File: config.mk
export PLATFORM = sky130hd
export DESIGN_NAME = fwd_hazard_unit_flat
export DESIGN_NICKNAME = d
export VERILOG_FILES = /design/src/rtl/fwd_hazard_unit_pkg.sv /design/src/rtl/fwd_hazard_unit_if.sv /design/src/rtl/fwd_hazard_unit_match.sv /design/src/rtl/fwd_hazard_unit.sv /design/src/flat_wrapper.sv
export SDC_FILE = /design/constraint.sdc
export NUM_CORES = 1
export LEC_CHECK = 0
export ABC_AREA = 1
export ABC_CLOCK_PERIOD_IN_PS = 2670
export CAP_MARGIN = 10
export CELL_PAD_IN_SITES_DETAIL_PLACEMENT = 1
export CELL_PAD_IN_SITES_GLOBAL_PLACEMENT = 1
export CORE_ASPECT_RATIO = 1.75
export CORE_MARGIN = 2
export CORE_UTILIZATION = 38
export DETAILED_ROUTE_END_ITERATION = 8
export PLACE_DENSITY_LB_ADDON = 0.1
export SYNTH_ARGS = -nofsm -noshare
export SYNTH_HDL_FRONTEND = slang
export SYNTH_HIERARCHICAL = 1
export SYNTH_SLANG_ARGS = --single-unit
File: constraint.sdc
create_clock -name clk_in -period 2.67 [get_ports clk_in]
set_clock_uncertainty 0.2 [all_clocks]
set_input_delay 0.801 -clock clk_in [delete_from_list [all_inputs] [get_ports clk_in]]
set_output_delay 0.801 -clock clk_in [all_outputs]
set_load 0.01 [all_outputs]
File: src/rtl/fwd_hazard_unit_pkg.sv
// fwd_pkg: shared constants for the forwarding/hazard unit.
//   - ADDR_W_DEF : default register address width
//   - X0_ADDR    : hard-wired zero register, never forwarded
//   - tracker entry layout {valid, rd[aw-1:0], is_load}, with helper
//     functions giving width and field offsets for a given address width
package fwd_pkg;
  localparam int ADDR_W_DEF = 5;
  localparam int X0_ADDR    = 0;

  function automatic int ent_w(input int aw);
    return aw + 2;
  endfunction
  function automatic int ent_ld_ofs(input int aw);
    return (aw > 0) ? 0 : 0;
  endfunction
  function automatic int ent_rd_ofs(input int aw);
    return (aw > 0) ? 1 : 1;
  endfunction
  function automatic int ent_vld_ofs(input int aw);
    return aw + 1;
  endfunction
endpackage

File: src/rtl/fwd_hazard_unit_if.sv
// fwd_hazard_unit_if: ID-side bundle for the forwarding/hazard unit.
//   master : ID stage (drives instruction info / pipeline control)
//   slave  : fwd_hazard_unit (returns forwarding selects and stall)
// stall_cnt_out exists only when FWD_STALL_CNT_EN is defined.
interface fwd_hazard_unit_if #(
  parameter int NUM_SRC        = 2,
  parameter int NUM_FWD_STAGES = 3,
  parameter int ADDR_W         = fwd_pkg::ADDR_W_DEF
) ();
  logic                          id_valid_in;
  logic [NUM_SRC*ADDR_W-1:0]     id_rs_addr_in;
  logic [ADDR_W-1:0]             id_rd_addr_in;
  logic                          id_rd_wen_in;
  logic                          id_is_load_in;
  logic                          pipe_adv_in;
  logic                          flush_in;
  logic [NUM_SRC*NUM_FWD_STAGES-1:0] fwd_sel_out;
  logic                          stall_out;
`ifdef FWD_STALL_CNT_EN
  logic [31:0]                   stall_cnt_out;
`endif

  modport master (
    output id_valid_in, id_rs_addr_in, id_rd_addr_in, id_rd_wen_in,
           id_is_load_in, pipe_adv_in, flush_in,
`ifdef FWD_STALL_CNT_EN
    input  stall_cnt_out,
`endif
    input  fwd_sel_out, stall_out
  );

  modport slave (
    input  id_valid_in, id_rs_addr_in, id_rd_addr_in, id_rd_wen_in,
           id_is_load_in, pipe_adv_in, flush_in,
`ifdef FWD_STALL_CNT_EN
    output stall_cnt_out,
`endif
    output fwd_sel_out, stall_out
  );
endinterface

File: src/rtl/fwd_hazard_unit_match.sv
// fwd_match_cell: priority matcher for one source operand.
//   rs        : source register address
//   trk_vld/rd/ld : tracker vector, index 0 = youngest stage
//   sel       : one-hot forward select (youngest matching producer)
//   stall     : youngest producer is a load whose data is not ready yet
module fwd_match_cell
  import fwd_pkg::*;
#(
  parameter int NUM_FWD_STAGES   = 3,
  parameter int ADDR_W           = ADDR_W_DEF,
  parameter int LOAD_READY_STAGE = 1
) (
  input  logic [ADDR_W-1:0]                     rs,
  input  logic [NUM_FWD_STAGES-1:0]             trk_vld,
  input  logic [NUM_FWD_STAGES-1:0][ADDR_W-1:0] trk_rd,
  input  logic [NUM_FWD_STAGES-1:0]             trk_ld,
  output logic [NUM_FWD_STAGES-1:0]             sel,
  output logic                                  stall
);
  logic hit;

  // Scan youngest to oldest; the first hit masks every older stage.
  always_comb begin
    sel   = '0;
    stall = 1'b0;
    hit   = 1'b0;
    for (int k = 0; k < NUM_FWD_STAGES; k++) begin
      if (!hit && trk_vld[k] && trk_rd[k] == rs && rs != ADDR_W'(X0_ADDR)) begin
        hit = 1'b1;
        if (!trk_ld[k] || k >= LOAD_READY_STAGE) sel[k] = 1'b1;
        else                                      stall  = 1'b1;
      end
    end
  end
endmodule

File: src/rtl/fwd_hazard_unit.sv
// fwd_hazard_unit: decode-stage forwarding select and load-use stall.
//   clk_in, rst_n_in : clock, async active-low reset
//   bus (slave)      : ID instruction info, pipe_adv/flush controls in;
//                      fwd_sel_out (bit s*NUM_FWD_STAGES+k), stall_out out
// Optional: FWD_STALL_CNT_EN adds a saturating 32-bit stall_cnt_out that
// counts cycles with stall_out && pipe_adv_in.
module fwd_hazard_unit
  import fwd_pkg::*;
#(
  parameter int NUM_SRC          = 2,
  parameter int NUM_FWD_STAGES   = 3,
  parameter int ADDR_W           = ADDR_W_DEF,
  parameter int LOAD_READY_STAGE = 1,
  parameter int FLUSH_STAGES     = 1
) (
  input  logic             clk_in,
  input  logic             rst_n_in,
  fwd_hazard_unit_if.slave bus
);
  localparam int EW   = ent_w(ADDR_W);
  localparam int O_LD = ent_ld_ofs(ADDR_W);
  localparam int O_RD = ent_rd_ofs(ADDR_W);
  localparam int O_V  = ent_vld_ofs(ADDR_W);

  logic [NUM_FWD_STAGES-1:0][EW-1:0]     trk;
  logic [NUM_FWD_STAGES-1:0]             trk_vld;
  logic [NUM_FWD_STAGES-1:0][ADDR_W-1:0] trk_rd;
  logic [NUM_FWD_STAGES-1:0]             trk_ld;
  logic [NUM_SRC-1:0][NUM_FWD_STAGES-1:0] sel_arr;
  logic [NUM_SRC-1:0]                    stall_term;
  logic                                  stall;
  logic                                  load_ok;
  logic [EW-1:0]                         new_ent;

  for (genvar k = 0; k < NUM_FWD_STAGES; k++) begin : g_unpack
    assign trk_vld[k] = trk[k][O_V];
    assign trk_rd[k]  = trk[k][O_RD +: ADDR_W];
    assign trk_ld[k]  = trk[k][O_LD];
  end

  for (genvar s = 0; s < NUM_SRC; s++) begin : g_src
    fwd_match_cell #(
      .NUM_FWD_STAGES  (NUM_FWD_STAGES),
      .ADDR_W          (ADDR_W),
      .LOAD_READY_STAGE(LOAD_READY_STAGE)
    ) u_cell (
      .rs     (bus.id_rs_addr_in[s*ADDR_W +: ADDR_W]),
      .trk_vld(trk_vld),
      .trk_rd (trk_rd),
      .trk_ld (trk_ld),
      .sel    (sel_arr[s]),
      .stall  (stall_term[s])
    );
  end

  assign stall           = bus.id_valid_in && |stall_term;
  assign bus.stall_out   = stall;
  assign bus.fwd_sel_out = bus.id_valid_in ? sel_arr : '0;

  // A stalled or flushed ID instruction enters the pipe as a bubble.
  assign load_ok = bus.id_valid_in && !stall && !bus.flush_in;
  assign new_ent = {load_ok && bus.id_rd_wen_in && bus.id_rd_addr_in != ADDR_W'(X0_ADDR),
                    bus.id_rd_addr_in, bus.id_is_load_in};

  always_ff @(posedge clk_in or negedge rst_n_in) begin
    if (!rst_n_in) begin
      trk <= '0;
    end else begin
      if (bus.pipe_adv_in) begin
        for (int k = NUM_FWD_STAGES - 1; k > 0; k--) trk[k] <= trk[k-1];
        trk[0] <= new_ent;
      end
      // Later assignment wins: flush overrides shift for the young stages.
      if (bus.flush_in)
        for (int k = 0; k < FLUSH_STAGES; k++) trk[k][O_V] <= 1'b0;
    end
  end

`ifdef FWD_STALL_CNT_EN
  logic [31:0] stall_cnt;
  always_ff @(posedge clk_in or negedge rst_n_in) begin
    if (!rst_n_in)                                        stall_cnt <= '0;
    else if (stall && bus.pipe_adv_in && stall_cnt != '1) stall_cnt <= stall_cnt + 32'd1;
  end
  assign bus.stall_cnt_out = stall_cnt;
`endif
endmodule

File: src/flat_wrapper.sv
// flat-port wrapper written by rule: the top's interface ports become plain ports
module fwd_hazard_unit_flat import fwd_pkg::*;
#(
  parameter int NUM_SRC          = 2,
  parameter int NUM_FWD_STAGES   = 3,
  parameter int ADDR_W           = ADDR_W_DEF,
  parameter int LOAD_READY_STAGE = 1,
  parameter int FLUSH_STAGES     = 1
)
  (clk_in, rst_n_in, bus_id_valid_in, bus_id_rs_addr_in, bus_id_rd_addr_in, bus_id_rd_wen_in, bus_id_is_load_in, bus_pipe_adv_in, bus_flush_in, bus_fwd_sel_out, bus_stall_out);
  fwd_hazard_unit_if #(.NUM_SRC(NUM_SRC), .NUM_FWD_STAGES(NUM_FWD_STAGES), .ADDR_W(ADDR_W)) bus_i ();
  input  logic clk_in;
  input  logic rst_n_in;
  input wire logic [$bits(bus_i.id_valid_in)-1:0] bus_id_valid_in;
  input wire logic [$bits(bus_i.id_rs_addr_in)-1:0] bus_id_rs_addr_in;
  input wire logic [$bits(bus_i.id_rd_addr_in)-1:0] bus_id_rd_addr_in;
  input wire logic [$bits(bus_i.id_rd_wen_in)-1:0] bus_id_rd_wen_in;
  input wire logic [$bits(bus_i.id_is_load_in)-1:0] bus_id_is_load_in;
  input wire logic [$bits(bus_i.pipe_adv_in)-1:0] bus_pipe_adv_in;
  input wire logic [$bits(bus_i.flush_in)-1:0] bus_flush_in;
  output wire logic [$bits(bus_i.fwd_sel_out)-1:0] bus_fwd_sel_out;
  output wire logic [$bits(bus_i.stall_out)-1:0] bus_stall_out;
  assign bus_i.id_valid_in = bus_id_valid_in;
  assign bus_i.id_rs_addr_in = bus_id_rs_addr_in;
  assign bus_i.id_rd_addr_in = bus_id_rd_addr_in;
  assign bus_i.id_rd_wen_in = bus_id_rd_wen_in;
  assign bus_i.id_is_load_in = bus_id_is_load_in;
  assign bus_i.pipe_adv_in = bus_pipe_adv_in;
  assign bus_i.flush_in = bus_flush_in;
  assign bus_fwd_sel_out = bus_i.fwd_sel_out;
  assign bus_stall_out = bus_i.stall_out;
  fwd_hazard_unit #(.NUM_SRC(NUM_SRC), .NUM_FWD_STAGES(NUM_FWD_STAGES), .ADDR_W(ADDR_W), .LOAD_READY_STAGE(LOAD_READY_STAGE), .FLUSH_STAGES(FLUSH_STAGES)) u_core (.clk_in(clk_in), .rst_n_in(rst_n_in), .bus(bus_i));
endmodule
## Word-level counts from Yosys, hierarchy flattened

Index checks and enable logic that the tools add are counted.

- Register bits: 21
- Input port bits: 22

- Equal/unequal tests: 6
- Mux-type cells: 17
- Reduce and logical (&&, ||, !) cells: 32

Operator list:

| kind | count |
|---|---|
| 5-bit equality test | 6 |
| 1-bit logical AND | 21 |
| 1-bit 2-to-1 mux | 15 |
| 5-bit nonzero test | 3 |
| 7-bit 2-to-1 mux | 1 |
| 1-bit zero test | 6 |
| 6-bit 2-to-1 mux | 1 |
| 2-bit nonzero test | 1 |
| 2-bit OR reduction | 1 |

## Logic depth before layout (Yosys ltp)

- Depth in word-level cells: 15
- Gate-level depth with buffers: 11
- Depth with buffers taken out: 11

## Modules after synthesis

The synthesis kept the hierarchy.

By module, submodules not included:

| module | times used | cells each | area an instance (um^2) |
|---|---|---|---|
| fwd_hazard_unit | 1 | 107 | 909.6 |
| fwd_match_cell | 2 | 85 | 345.3 |

## Least setup slack after synthesis

No wires, ideal clock.

- Path kind: input port to output port
- From: in bus_id_rs_addr_in[8]
- To: out bus_stall_out
- Arrival time: 1.531 ns
- Path slack: 0.138 ns
- Stages on the path: 9
- Buffers on the path: 0
- Path through: inv_2 nor2_1 nor2_1 nand2_1 nor2_1 nand2_2 nor2_1 nor2_1 nor2_1

- Longest elaborated chain between the ends: 6
- Elaborated cells on any way between the ends: 7

RTL lines:

| item | RTL line | RTL |
|---|---|---|
| start: declaration | flat_wrapper.sv:15 | `input wire logic [$bits(bus_i.id_rs_addr_in)-1:0] bus_id_rs_addr_in;` |
| 5-bit equality test | fwd_hazard_unit_match.sv:28 | `if (!hit && trk_vld[k] && trk_rd[k] == rs && rs != ADDR_W'(X0_ADDR)) begin` |
| 1-bit logical AND | fwd_hazard_unit_match.sv:28 |  |
| 1-bit logical AND * | fwd_hazard_unit_match.sv:28 |  |
| 1-bit 2-to-1 mux * | fwd_hazard_unit_match.sv:28 |  |
| net u_core.stall_term[1] | fwd_hazard_unit.sv:30 | `logic [NUM_SRC-1:0] stall_term;` |
| 2-bit OR reduction * | fwd_hazard_unit.sv:56 | `assign stall = bus.id_valid_in && \|stall_term;` |
| 1-bit logical AND * | fwd_hazard_unit.sv:56 |  |
| end: declaration | flat_wrapper.sv:22 | `output wire logic [$bits(bus_i.stall_out)-1:0] bus_stall_out;` |

The timed path passes the listed nets; every way through them passes the cells marked *.

==> flow_metrics.env <==
export IMPL_status="complete, but fails checks"
export IMPL_violations="setup timing"
export IMPL_hold_class="reg -> reg"
export IMPL_clockRootBuffer="clkbuf_8"
export IMPL_cts_path_max_buffers=2
export IMPL_busiest_layer="met2"
export IMPL_maxSlewViolCount=0
export IMPL_p_per_area_nw_per_um2=373.9
export IMPL_tns_ns=-0.6301
export IMPL_vias=1678
export IMPL_cpLargestDelayFamily="simple AND/OR/NAND/NOR gates"
export IMPL_grtUsageMet1_pct=23.47
export IMPL_cp_arrival_ns=1.79
export IMPL_cap_violations=0
export IMPL_post_route_min_period_ns=2.792
export IMPL_drive_above_1_share_pct=27.97
export IMPL_clock_latency_ns=0.25
export IMPL_dieArea_um2=4556
export IMPL_top_regs="u_core/trk: 19 flops"
export IMPL_first_iter_violations=11
export IMPL_leakage_uw=0.001194
export IMPL_initial_core_util_pct=39.45
export IMPL_ant_nets=0
export IMPL_synth_nets=292
export IMPL_avgSynthCellArea_um2=5.649
export IMPL_numCtsBuffers=3
export IMPL_largest_reg_flops=19
export IMPL_worstPathCellList="buf_8 > nor2_4 > nand2_2 > nor2_4 > buf_6 > nor2_4 > nand2_2 > nand2_2 > nor2_2 > nand2_1 > inv_1 > buf_6"
export IMPL_nNetsFinal=334
export IMPL_rsz0062_at_grt="true"
export IMPL_met3_usage_pct=1.365
export IMPL_yosys_warnings=6
export IMPL_layout_commonest_cell="nand2_1"
export IMPL_vias_per_cell=4.674
export IMPL_slowest_stage="nor2_4"
export IMPL_die_width_um=51.89
export IMPL_syn_cell_area_um2=1525
export IMPL_finalSetupViolCount=7
export IMPL_finalCritPeriodShare_pct=104.6
export IMPL_wl_per_cell_um=12.28
export IMPL_worst_pin_slew_ns=0.3506
export IMPL_fmax_ghz=0.3582
export IMPL_path_max_fanout=4
export IMPL_layout_common_cells="nand2_1, inv_1, nor2_1, dfrtp_1"
export IMPL_drt_pass1_iterations=4
export IMPL_grt_pass1_wl_um=7231
export IMPL_placementRows=30
export IMPL_critPathCaptureType="output pin"
export IMPL_drc_errors=0
export IMPL_reg2reg_slack_ns=1.01
export IMPL_cts_tree="built"
export IMPL_hpwl_um=3439
export IMPL_grt_usage_pct=21.21
export IMPL_clkSinkCount=19
export IMPL_peakVddDrop_mv=0.4100
export IMPL_path_clk_slew_ns=0.07
export IMPL_finalPower_uw=801.0
export IMPL_startpoint_type="input pin"
export IMPL_holdBufCountCts=0
export IMPL_diodes=0
export IMPL_critPathMaxStageDelay_ns=0.13
export IMPL_hold_viol=0
export IMPL_port_buffers=28
export IMPL_utilization_pct=55.40
export IMPL_crit_buf_inv=4
export IMPL_core_um2=3866
export IMPL_gp_congestion=0.7906
export IMPL_antenna_found_initial=0
export IMPL_area_growth_pct=40.44
export IMPL_worstSetupPathType="in -> out"
export IMPL_synthCells=270
export IMPL_die_height_um=87.81
export IMPL_gr_usage_met2_pct=39.36
export IMPL_relSlewSlack_pct=76.59
export IMPL_crit_required_ns=1.67
export IMPL_setup_ws_ns=-0.1219
export IMPL_grt_overflow=0
export IMPL_cts_htree_levels=1
export IMPL_grt_max_degree=20
export IMPL_io_pins=29
export IMPL_drt_wl_total_um=4410
export IMPL_grt_pass1_vias=1691
export IMPL_regMostFlops="u_core/trk"
==> worst paths after layout <==
check / from / cells past startpoint / to
max: bus_id_rs_addr_in[9] / 12 / bus_fwd_sel_out[5]
min: u_core/trk[20] / 2 / u_core/trk[20]
max reg2reg: u_core/trk[2] / 12 / u_core/trk[6]
min reg2reg: u_core/trk[20] / 2 / u_core/trk[20]
max in group asynchronous: rst_n_in / 2 / u_core/trk[11]
min in group asynchronous: rst_n_in / 2 / u_core/trk[6]
==> cell type report <==
class | instances | area (um2)
Timing Repair Buffer | 42 | 399.1
Sequential cell | 19 | 475.5
Tap cell | 48 | 60.06
Multi-Input combinational cell | 189 | 935.9
Fill cell | 560 | 1724
Inverter | 57 | 226.5
Clock buffer | 4 | 45.04
==> what timing repair did <==
action | 4_1_cts | 5_1_grt
hold endpoints to repair | 0 | 0
pin swaps | 33 | 26
buffers inserted | 5 | 0
setup endpoints to repair | 7 | 7
resized for setup | 114 | 35
==> worst register-to-register path, delay by kind of cell, from the launching register on <==
family / cells / cell delay [ns]
and+or+nand+nor: 9 / 0.68
DFF: 1 / 0.43
buffers and inverters: 3 / 0.23
==> where the power goes <==
part           internal (uW)  switching [uW]  leakage [uW]
Combinational            110             140      0.000931
Sequential               316            39.6      0.000240
Clock                    106            89.2     0.0000228
==> stage by stage <==
| step | instances | worst slack [ns] | hold slack [ns] | cell area (um2) |
|---|---|---|---|---|
| floorplan | 270 | 0.1384 | 0.2637 | 1525 |
| global placement | 350 | -1.044 | 0.2948 | 1891 |
| detailed placement | 350 | -1.050 | 0.3041 | 1891 |
| CTS | 359 | -0.1944 | 0.3210 | 2031 |
| global route | 359 | -0.2268 | 0.3620 | 2142 |
| finish | 359 | -0.1219 | 0.3178 | 2142 |
==> metal layers <==
layer / routed length [um] / share of wire [%] / vias up
li1: - / - / 862
met1: 1738 / 39 / 780
met2: 2421 / 55 / 26
met3: 87 / 2.0 / 10
met4: 162 / 3.7 / 0
met5: 0 / 0 / -
(Power assumes the default switching activity.)
